File: config.mk
export PLATFORM = sky130hd
export DESIGN_NAME = ledger_issue_gate_flat
export DESIGN_NICKNAME = d
export VERILOG_FILES = /design/src/rtl/ledger_pkg.sv /design/src/rtl/ledger_issue_gate_if.sv /design/src/rtl/ledger_sync_fifo.sv /design/src/rtl/ledger_issue_gate.sv /design/src/flat_wrapper.sv
export SDC_FILE = /design/constraint.sdc
export NUM_CORES = 1
export LEC_CHECK = 0
export CAP_MARGIN = 20
export CORE_AREA = 4 4 332 334
export DETAILED_ROUTE_END_ITERATION = 16
export DIE_AREA = 0 0 336 338
export SYNTH_ARGS = -nofsm -noshare
export SYNTH_HDL_FRONTEND = slang
export SYNTH_SLANG_ARGS = --single-unit
File: constraint.sdc
create_clock -name clk -period 16.1 [get_ports clk]
set_clock_uncertainty 0.05 [all_clocks]
set_input_delay 2.415 -clock clk [delete_from_list [all_inputs] [get_ports clk]]
set_output_delay 2.415 -clock clk [all_outputs]
set_load 0.03 [all_outputs]
File: src/rtl/ledger_pkg.sv
// ledger_pkg: shared widths and record types for the ledger ingress gate.
// The struct types describe the default-width transaction and scoreboard
// records exchanged with the ledger core.
package ledger_pkg;

   localparam int USER_WIDTH_DEF    = 10;
   localparam int BALANCE_WIDTH_DEF = 64;

   typedef struct packed {
      logic [USER_WIDTH_DEF-1:0]    payer;
      logic [USER_WIDTH_DEF-1:0]    payee;
      logic [BALANCE_WIDTH_DEF-1:0] amount;
   } ledger_tx_t;

   typedef struct packed {
      logic                      v;
      logic [USER_WIDTH_DEF-1:0] payer;
      logic [USER_WIDTH_DEF-1:0] payee;
   } ledger_sb_slot_t;

endpackage

File: src/rtl/ledger_issue_gate_if.sv
// ledger_issue_gate_if: request ingress handshake plus the issue port that
// drives the ledger core. The slave modport is the gate's view; the master
// modport is the view of whoever feeds requests and observes issues.
import ledger_pkg::*;

interface ledger_issue_gate_if #(
   parameter int USER_WIDTH    = USER_WIDTH_DEF,
   parameter int BALANCE_WIDTH = BALANCE_WIDTH_DEF
);
   logic                     in_valid;
   logic                     in_ready;
   logic [USER_WIDTH-1:0]    in_payer;
   logic [USER_WIDTH-1:0]    in_payee;
   logic [BALANCE_WIDTH-1:0] in_amount;

   logic                     out_valid;
   logic [USER_WIDTH-1:0]    out_payer;
   logic [USER_WIDTH-1:0]    out_payee;
   logic [BALANCE_WIDTH-1:0] out_amount;

   modport master (
      output in_valid, in_payer, in_payee, in_amount,
      input  in_ready, out_valid, out_payer, out_payee, out_amount
   );

   modport slave (
      input  in_valid, in_payer, in_payee, in_amount,
      output in_ready, out_valid, out_payer, out_payee, out_amount
   );
endinterface

File: src/rtl/ledger_sync_fifo.sv
// ledger_sync_fifo: in-order synchronous FIFO with a combinational head read.
// DEPTH must be a power of two so the pointers wrap naturally.
module ledger_sync_fifo #(
   parameter int DEPTH = 8,
   parameter int WIDTH = 8,
   localparam int AW   = $clog2(DEPTH),
   localparam int CW   = AW + 1
) (
   input  logic             clk,
   input  logic             rst,
   input  logic             push_i,
   input  logic [WIDTH-1:0] pushData_i,
   input  logic             pop_i,
   output logic [WIDTH-1:0] headData_o,
   output logic [CW-1:0]    count_o,
   output logic             full_o,
   output logic             empty_o
);

   logic [WIDTH-1:0] mem_q [DEPTH];
   logic [AW-1:0]    wrPtr_q, wrPtr_d;
   logic [AW-1:0]    rdPtr_q, rdPtr_d;
   logic [CW-1:0]    count_q, count_d;
   logic             doPush;
   logic             doPop;

   assign full_o     = (count_q == CW'(DEPTH));
   assign empty_o    = (count_q == '0);
   assign count_o    = count_q;
   assign headData_o = mem_q[rdPtr_q];
   assign doPush     = push_i & ~full_o;
   assign doPop      = pop_i & ~empty_o;

   // Pointer and occupancy updates; a simultaneous push and pop keeps the count.
   always_comb begin
      wrPtr_d = wrPtr_q;
      rdPtr_d = rdPtr_q;
      count_d = count_q;
      if (doPush) wrPtr_d = wrPtr_q + AW'(1);
      if (doPop)  rdPtr_d = rdPtr_q + AW'(1);
      case ({doPush, doPop})
         2'b10:   count_d = count_q + CW'(1);
         2'b01:   count_d = count_q - CW'(1);
         default: count_d = count_q;
      endcase
   end

   // Storage needs no reset: only slots between the pointers are ever read.
   always_ff @(posedge clk) begin
      if (doPush) mem_q[wrPtr_q] <= pushData_i;
   end

   // Control state register with synchronous reset emptying the queue.
   always_ff @(posedge clk) begin
      if (rst) begin
         wrPtr_q <= '0;
         rdPtr_q <= '0;
         count_q <= '0;
      end else begin
         wrPtr_q <= wrPtr_d;
         rdPtr_q <= rdPtr_d;
         count_q <= count_d;
      end
   end

endmodule

File: src/rtl/ledger_issue_gate.sv
// ledger_issue_gate: buffers transfer requests and issues them in order to
// the ledger core, holding back any head whose accounts overlap a recently
// issued transaction so the core never sees a read-after-write hazard.
// Optional statistics counters are built when LEDGER_GATE_STATS_EN is defined.
module ledger_issue_gate
   import ledger_pkg::*;
#(
   parameter int USER_WIDTH    = USER_WIDTH_DEF,
   parameter int BALANCE_WIDTH = BALANCE_WIDTH_DEF,
   parameter int FIFO_DEPTH    = 8,
   parameter int HAZARD_DEPTH  = 1,
   localparam int CNT_W        = $clog2(FIFO_DEPTH) + 1
) (
   input  logic                 clk,
   input  logic                 rst,
   ledger_issue_gate_if.slave   bus,
   output logic [CNT_W-1:0]     fifo_count,
   output logic                 hazard_stall
`ifdef LEDGER_GATE_STATS_EN
   ,
   output logic [31:0]          stat_issued,
   output logic [31:0]          stat_hazard_stalls
`endif
);

   typedef struct packed {
      logic [USER_WIDTH-1:0]    payer;
      logic [USER_WIDTH-1:0]    payee;
      logic [BALANCE_WIDTH-1:0] amount;
   } txT;

   typedef struct packed {
      logic                  v;
      logic [USER_WIDTH-1:0] payer;
      logic [USER_WIDTH-1:0] payee;
   } slotT;

   txT                      pushTx;
   txT                      headTx;
   logic                    push;
   logic                    fifoFull;
   logic                    fifoEmpty;
   logic                    anyHit;
   logic                    issue;

   slotT [HAZARD_DEPTH-1:0] sb_q, sb_d;
   logic                    outValid_q, outValid_d;
   txT                      outTx_q, outTx_d;
   logic                    hazardStall_q, hazardStall_d;

   assign pushTx         = '{payer: bus.in_payer, payee: bus.in_payee, amount: bus.in_amount};
   assign bus.in_ready   = ~fifoFull;
   assign push           = bus.in_valid & ~fifoFull;

   ledger_sync_fifo #(
      .DEPTH (FIFO_DEPTH),
      .WIDTH ($bits(txT))
   ) u_fifo (
      .clk        (clk),
      .rst        (rst),
      .push_i     (push),
      .pushData_i (pushTx),
      .pop_i      (issue),
      .headData_o (headTx),
      .count_o    (fifo_count),
      .full_o     (fifoFull),
      .empty_o    (fifoEmpty)
   );

   // Compare the head's two accounts against both accounts of every live slot.
   always_comb begin
      anyHit = 1'b0;
      for (int i = 0; i < HAZARD_DEPTH; i++) begin
         if (sb_q[i].v &&
             ((headTx.payer == sb_q[i].payer) || (headTx.payer == sb_q[i].payee) ||
              (headTx.payee == sb_q[i].payer) || (headTx.payee == sb_q[i].payee))) begin
            anyHit = 1'b1;
         end
      end
      issue = ~fifoEmpty & ~anyHit;
   end

   // Next state for the scoreboard shift register and the issue-port registers.
   always_comb begin
      sb_d          = '0;
      sb_d[0]       = issue ? '{v: 1'b1, payer: headTx.payer, payee: headTx.payee} : '0;
      for (int i = 1; i < HAZARD_DEPTH; i++) begin
         sb_d[i] = sb_q[i-1];
      end
      outValid_d    = issue;
      outTx_d       = issue ? headTx : outTx_q;
      hazardStall_d = ~fifoEmpty & anyHit;
   end

   // Registered state with synchronous reset clearing issues and scoreboard.
   always_ff @(posedge clk) begin
      if (rst) begin
         sb_q          <= '0;
         outValid_q    <= 1'b0;
         outTx_q       <= '0;
         hazardStall_q <= 1'b0;
      end else begin
         sb_q          <= sb_d;
         outValid_q    <= outValid_d;
         outTx_q       <= outTx_d;
         hazardStall_q <= hazardStall_d;
      end
   end

   assign bus.out_valid  = outValid_q;
   assign bus.out_payer  = outTx_q.payer;
   assign bus.out_payee  = outTx_q.payee;
   assign bus.out_amount = outTx_q.amount;
   assign hazard_stall   = hazardStall_q;

`ifdef LEDGER_GATE_STATS_EN
   logic [31:0] statIssued_q;
   logic [31:0] statStalls_q;

   // Saturating event counters; the stall count advances on the edge that sets hazard_stall.
   always_ff @(posedge clk) begin
      if (rst) begin
         statIssued_q <= '0;
         statStalls_q <= '0;
      end else begin
         if (issue && (statIssued_q != '1))         statIssued_q <= statIssued_q + 32'd1;
         if (hazardStall_d && (statStalls_q != '1)) statStalls_q <= statStalls_q + 32'd1;
      end
   end

   assign stat_issued        = statIssued_q;
   assign stat_hazard_stalls = statStalls_q;
`endif

endmodule

File: src/flat_wrapper.sv
// flat-port wrapper written by rule: the top's interface ports become plain ports
module ledger_issue_gate_flat import ledger_pkg::*;
#(
   parameter int USER_WIDTH    = USER_WIDTH_DEF,
   parameter int BALANCE_WIDTH = BALANCE_WIDTH_DEF,
   parameter int FIFO_DEPTH    = 8,
   parameter int HAZARD_DEPTH  = 1,
   localparam int CNT_W        = $clog2(FIFO_DEPTH) + 1
)
  (clk, rst, fifo_count, hazard_stall, bus_in_valid, bus_in_payer, bus_in_payee, bus_in_amount, bus_in_ready, bus_out_valid, bus_out_payer, bus_out_payee, bus_out_amount);
  ledger_issue_gate_if #(.USER_WIDTH(USER_WIDTH), .BALANCE_WIDTH(BALANCE_WIDTH)) bus_i ();
  input  logic clk;
  input  logic rst;
  output logic [CNT_W-1:0] fifo_count;
  output logic hazard_stall;
  input wire logic [$bits(bus_i.in_valid)-1:0] bus_in_valid;
  input wire logic [$bits(bus_i.in_payer)-1:0] bus_in_payer;
  input wire logic [$bits(bus_i.in_payee)-1:0] bus_in_payee;
  input wire logic [$bits(bus_i.in_amount)-1:0] bus_in_amount;
  output wire logic [$bits(bus_i.in_ready)-1:0] bus_in_ready;
  output wire logic [$bits(bus_i.out_valid)-1:0] bus_out_valid;
  output wire logic [$bits(bus_i.out_payer)-1:0] bus_out_payer;
  output wire logic [$bits(bus_i.out_payee)-1:0] bus_out_payee;
  output wire logic [$bits(bus_i.out_amount)-1:0] bus_out_amount;
  assign bus_i.in_valid = bus_in_valid;
  assign bus_i.in_payer = bus_in_payer;
  assign bus_i.in_payee = bus_in_payee;
  assign bus_i.in_amount = bus_in_amount;
  assign bus_in_ready = bus_i.in_ready;
  assign bus_out_valid = bus_i.out_valid;
  assign bus_out_payer = bus_i.out_payer;
  assign bus_out_payee = bus_i.out_payee;
  assign bus_out_amount = bus_i.out_amount;
  ledger_issue_gate #(.USER_WIDTH(USER_WIDTH), .BALANCE_WIDTH(BALANCE_WIDTH), .FIFO_DEPTH(FIFO_DEPTH), .HAZARD_DEPTH(HAZARD_DEPTH)) u_core (.clk(clk), .rst(rst), .bus(bus_i), .fifo_count(fifo_count), .hazard_stall(hazard_stall));
endmodule
==> results.yml <==
outcome:
  outcome: "completed"
detailed_routing:
  met1_length_um: 36400
  drc: 0
  viasPerCell: 5.26
  met2_length_um: 41600
  top_layer_used: "met5"
  wl_um: 86200
  dr_total_vias: 18164
  wl_per_cell_um: 25.0
  routed-wl-met3_um: 6760
  drtIter0Drc: 1559
  drtPass1Iterations: 6
  antenna_left: 0
global_routing:
  overflow: 0
  grt_max_degree: 88
  grt_pass1_vias: 18260
  grt_usage: 0.148
  grt_pass1_wl_um: 125000
  antenna_found_initial: 16
timing:
  fmax_mhz: 149
  setup_slack_ns: 9.39
  rsz0062_at_grt: "false"
  timing.final.crit_share: 0.417
  setup_viol: 0
  slew_headroom: 0.180
  slew_violations: 0
  tightest_slew_ns: 1.23
  final.setup.tns_ns: 0
  hold_violations: 0
  period_minus_slack_ns: 6.71
clocking:
  numCtsBuffers: 84
  cts.repair.resized: 0
  htree_levels: 3
  cts_max_path_buffers: 3
  clk_latency_ns: 0.62
  root_buffer: "clkbuf_16"
  clkTransAtPathRegs_ns: 0.06
  cts_setup_buffers: 0
  cts_tree: "yes"
  hold_buffers: 0
  clock-sinks: 791
min_path:
  hold_class: "flop to flop"
logic_synthesis:
  synth_fa_ha_area_frac: 0.00258
  avgSynthCellArea_sq_um: 17.5
  synth-compound-area-share: 0.0731
  async_flop_share: 0
  syn_area_sq_um: 32000
  yosys_warnings: 0
  syn_inst: 1828
  synth.distinct_cells: 53
  synth_most_common_cell: "edfxtp_1"
  synth-xor-area-share: 0.0112
  synth-simple-area-share: 0.0419
  synth_top_family_by_area: "multiplexers"
  synth_nets: 1921
  synthTopCellsByArea: "edfxtp_1 (63%), mux4_2 (11%), dfxtp_1 (7.4%), mux2_2 (2.3%), a311o_1 (2.3%)"
  ys_seq_elements: 791
  synth_top_area_frac: 0.630
  synth-edff-count: 672
  synthTopCellsByCount: "edfxtp_1 (672), nand2_1 (157), mux4_2 (154)"
  synth_flop_cell: "edfxtp_1"
  yosysSeqAreaShare: 0.704
  yosysTopAreaCell: "edfxtp_1"
  synth_mux_area_frac: 0.146
critical_path:
  max_stage_delay_ns: 0.93
  cp.required_ns: 16.58
  cp_top_family: "compound AO/OA/AOI/OAI gates"
  cp_num_buf_inv: 3
  cp_cell_sequence: "buf_4, buf_4, nor2b_1, a22o_1, or3_1, o2111ai_1, or4_1, o31a_2, a31oi_2, buf_6, nor2_1, ha_1, ha_1, a21o_1, a21oi_1, xnor2_1, or3_1, a21oi_1"
  crit_type: "flop to flop"
  cp-start-kind: "flop"
  crit_path_end_kind: "flop"
  cp_data_arrival_time_ns: 7.19
  crit_fanout: 42
  critical_path.slowest_cell: "dfxtp_4"
layout:
  fillers: 9981
  layout.nets: 2070
  synthToLayoutAreaGrowth_pct: 18.6
  drive_above_1_share: 0.205
floorplan:
  coreArea_sq_um: 107000
  rows: 120
  ioPinCount: 178
  die_h_um: 338
  dieArea_sq_um: 114000
  start_util: 0.300
  die_w_um: 336
power:
  power-per-cell-area_nw_per_um2: 175
  ir_drop_mv: 0.0892
  switching_power_w: 0.00223
  sw_frac_of_total: 0.335
  internal-power_w: 0.00442
  clkPwrFrac: 0.279
  power_frac_comb: 0.320
  p_leak_nw: 11.5
  p_seq_frac: 0.401
job:
  max-cap-violations: 0
place:
  dp_hpwl_um: 50100
  gp_congestion: 0.816
  pre_cts_ws_ns: 9.04
  io_buffers: 177
through the flow:
| stage | hold WS (ns) | utilization | std cells | instance area (sq um) | power, W |
|---|---|---|---|---|---|
| after global placement | 0.443 | 0.330 | 3291 | 35300 | 0.00480 |
| after global routing | 0.508 | 0.355 | 3445 | 38000 | 0.00697 |
| after CTS | 0.471 | 0.355 | 3443 | 38000 | 0.00672 |
| after floorplan | 0.442 | - | 1828 | 32000 | 0.00411 |
| after detailed placement | 0.467 | 0.330 | 3292 | 35300 | 0.00485 |
| final | 0.471 | 0.356 | 3450 | 38000 | 0.00665 |
power by group through the flow:
stage	registers (W)	clock network, W	logic (W)
CTS	0.00269	0.00190	0.00212
floorplan	0.00277	0	0.00134
detailed placement	0.00273	0	0.00212
global route	0.00269	0.00199	0.00229
finish	0.00267	0.00186	0.00213
global placement	0.00272	0	0.00208
layout by cell type (no fill, tap or decap), types with 5 or more instances in the layout:
master,synthesis,layout
clkinv_1,1,17
nor3_1,27,22
clkinv_2,0,20
dfxtp_1,119,115
clkdlybuf4s50_1,0,176
nand3_1,15,14
nor2_1,49,45
a22o_1,5,5
xor2_1,23,23
clkbuf_16,0,85
nor3_2,0,5
a22oi_1,8,8
mux2_2,66,66
ha_1,5,5
clkbuf_1,107,10
o211ai_1,75,75
buf_4,3,33
a31oi_1,20,20
o311ai_0,5,5
a311o_1,74,74
mux2i_1,26,26
mux4_2,154,154
nand2b_1,5,5
mux2i_4,7,7
edfxtp_1,672,672
a32oi_1,66,66
bufinv_16,0,6
a21oi_1,6,6
diode_2,0,5
or3_1,5,5
nand2_1,157,157
xnor2_1,18,18
nand4_1,15,15
o311ai_1,9,9
flip-flops by register name, indices dropped and copies added, names as in the netlist, named ones only:
register               count
u_core.hazard_stall        1
u_core.bus.out_amount     64
u_core.u_fifo.rdPtr_q      3
u_core.bus.out_payee      10
u_core.sb_q               20
u_core.u_fifo.wrPtr_q      3
u_core.bus.out_valid       1
u_core.bus.out_payer      10
u_core.u_fifo.count_o      4
u_core.u_fifo.mem_q      672
metal layers:
metal,track usage,up-vias
met2,0.245,660
met1,0.198,9539
met5,0,-
met3,0.0383,111
met4,0.0315,18
li1,-,7836
worst paths after layout:
path | slack, ns | startpoint | depth (start not counted) | to
max | 9.39 | flop | 18 | u_core.u_fifo.count_o[3]$_SDFFE_PP0P_
min | 0.47 | u_core.bus.out_payee[7]$_SDFFE_PP0P_ | 2 | u_core.bus.out_payee[7]$_SDFFE_PP0P_
max reg2reg | 9.39 | flop | 18 | u_core.u_fifo.count_o[3]$_SDFFE_PP0P_
min reg2reg | 0.47 | u_core.bus.out_payee[7]$_SDFFE_PP0P_ | 2 | u_core.bus.out_payee[7]$_SDFFE_PP0P_
worst register-to-register path, stage by stage (launching register included):
cell,delay (ns)
dfxtp_4,0.93
buf_4,0.77
buf_4,0.72
nor2b_1,0.47
a22o_1,0.23
or3_1,0.11
o2111ai_1,0.11
or4_1,0.57
o31a_2,0.35
a31oi_2,0.58
buf_6,0.25
nor2_1,0.08
ha_1,0.24
ha_1,0.28
a21o_1,0.17
a21oi_1,0.17
xnor2_1,0.09
or3_1,0.30
a21oi_1,0.16
cell families after synthesis:
kind of cell             after synthesis
adder cells (fa/ha/maj)                6
AO/OA/AOI/OAI                        279
AND/OR/NAND/NOR                      299
multiplexers                         257
XOR/XNOR                              41
flip-flops                           791
buffers and inverters                155
final cells by class:
class / instances / area, sq um / area share
antenna: 5 / 12.5 / 0.000329
clock buffer: 99 / 2220 / 0.0584
inverter: 5 / 20.0 / 0.000527
tap: 1403 / 1760 / 0.0462
sequential: 791 / 22600 / 0.594
timing repair buffer: 213 / 2100 / 0.0551
clock inverter: 52 / 423 / 0.0111
multi-input combinational: 882 / 8910 / 0.234
(Power assumes the default switching activity.)
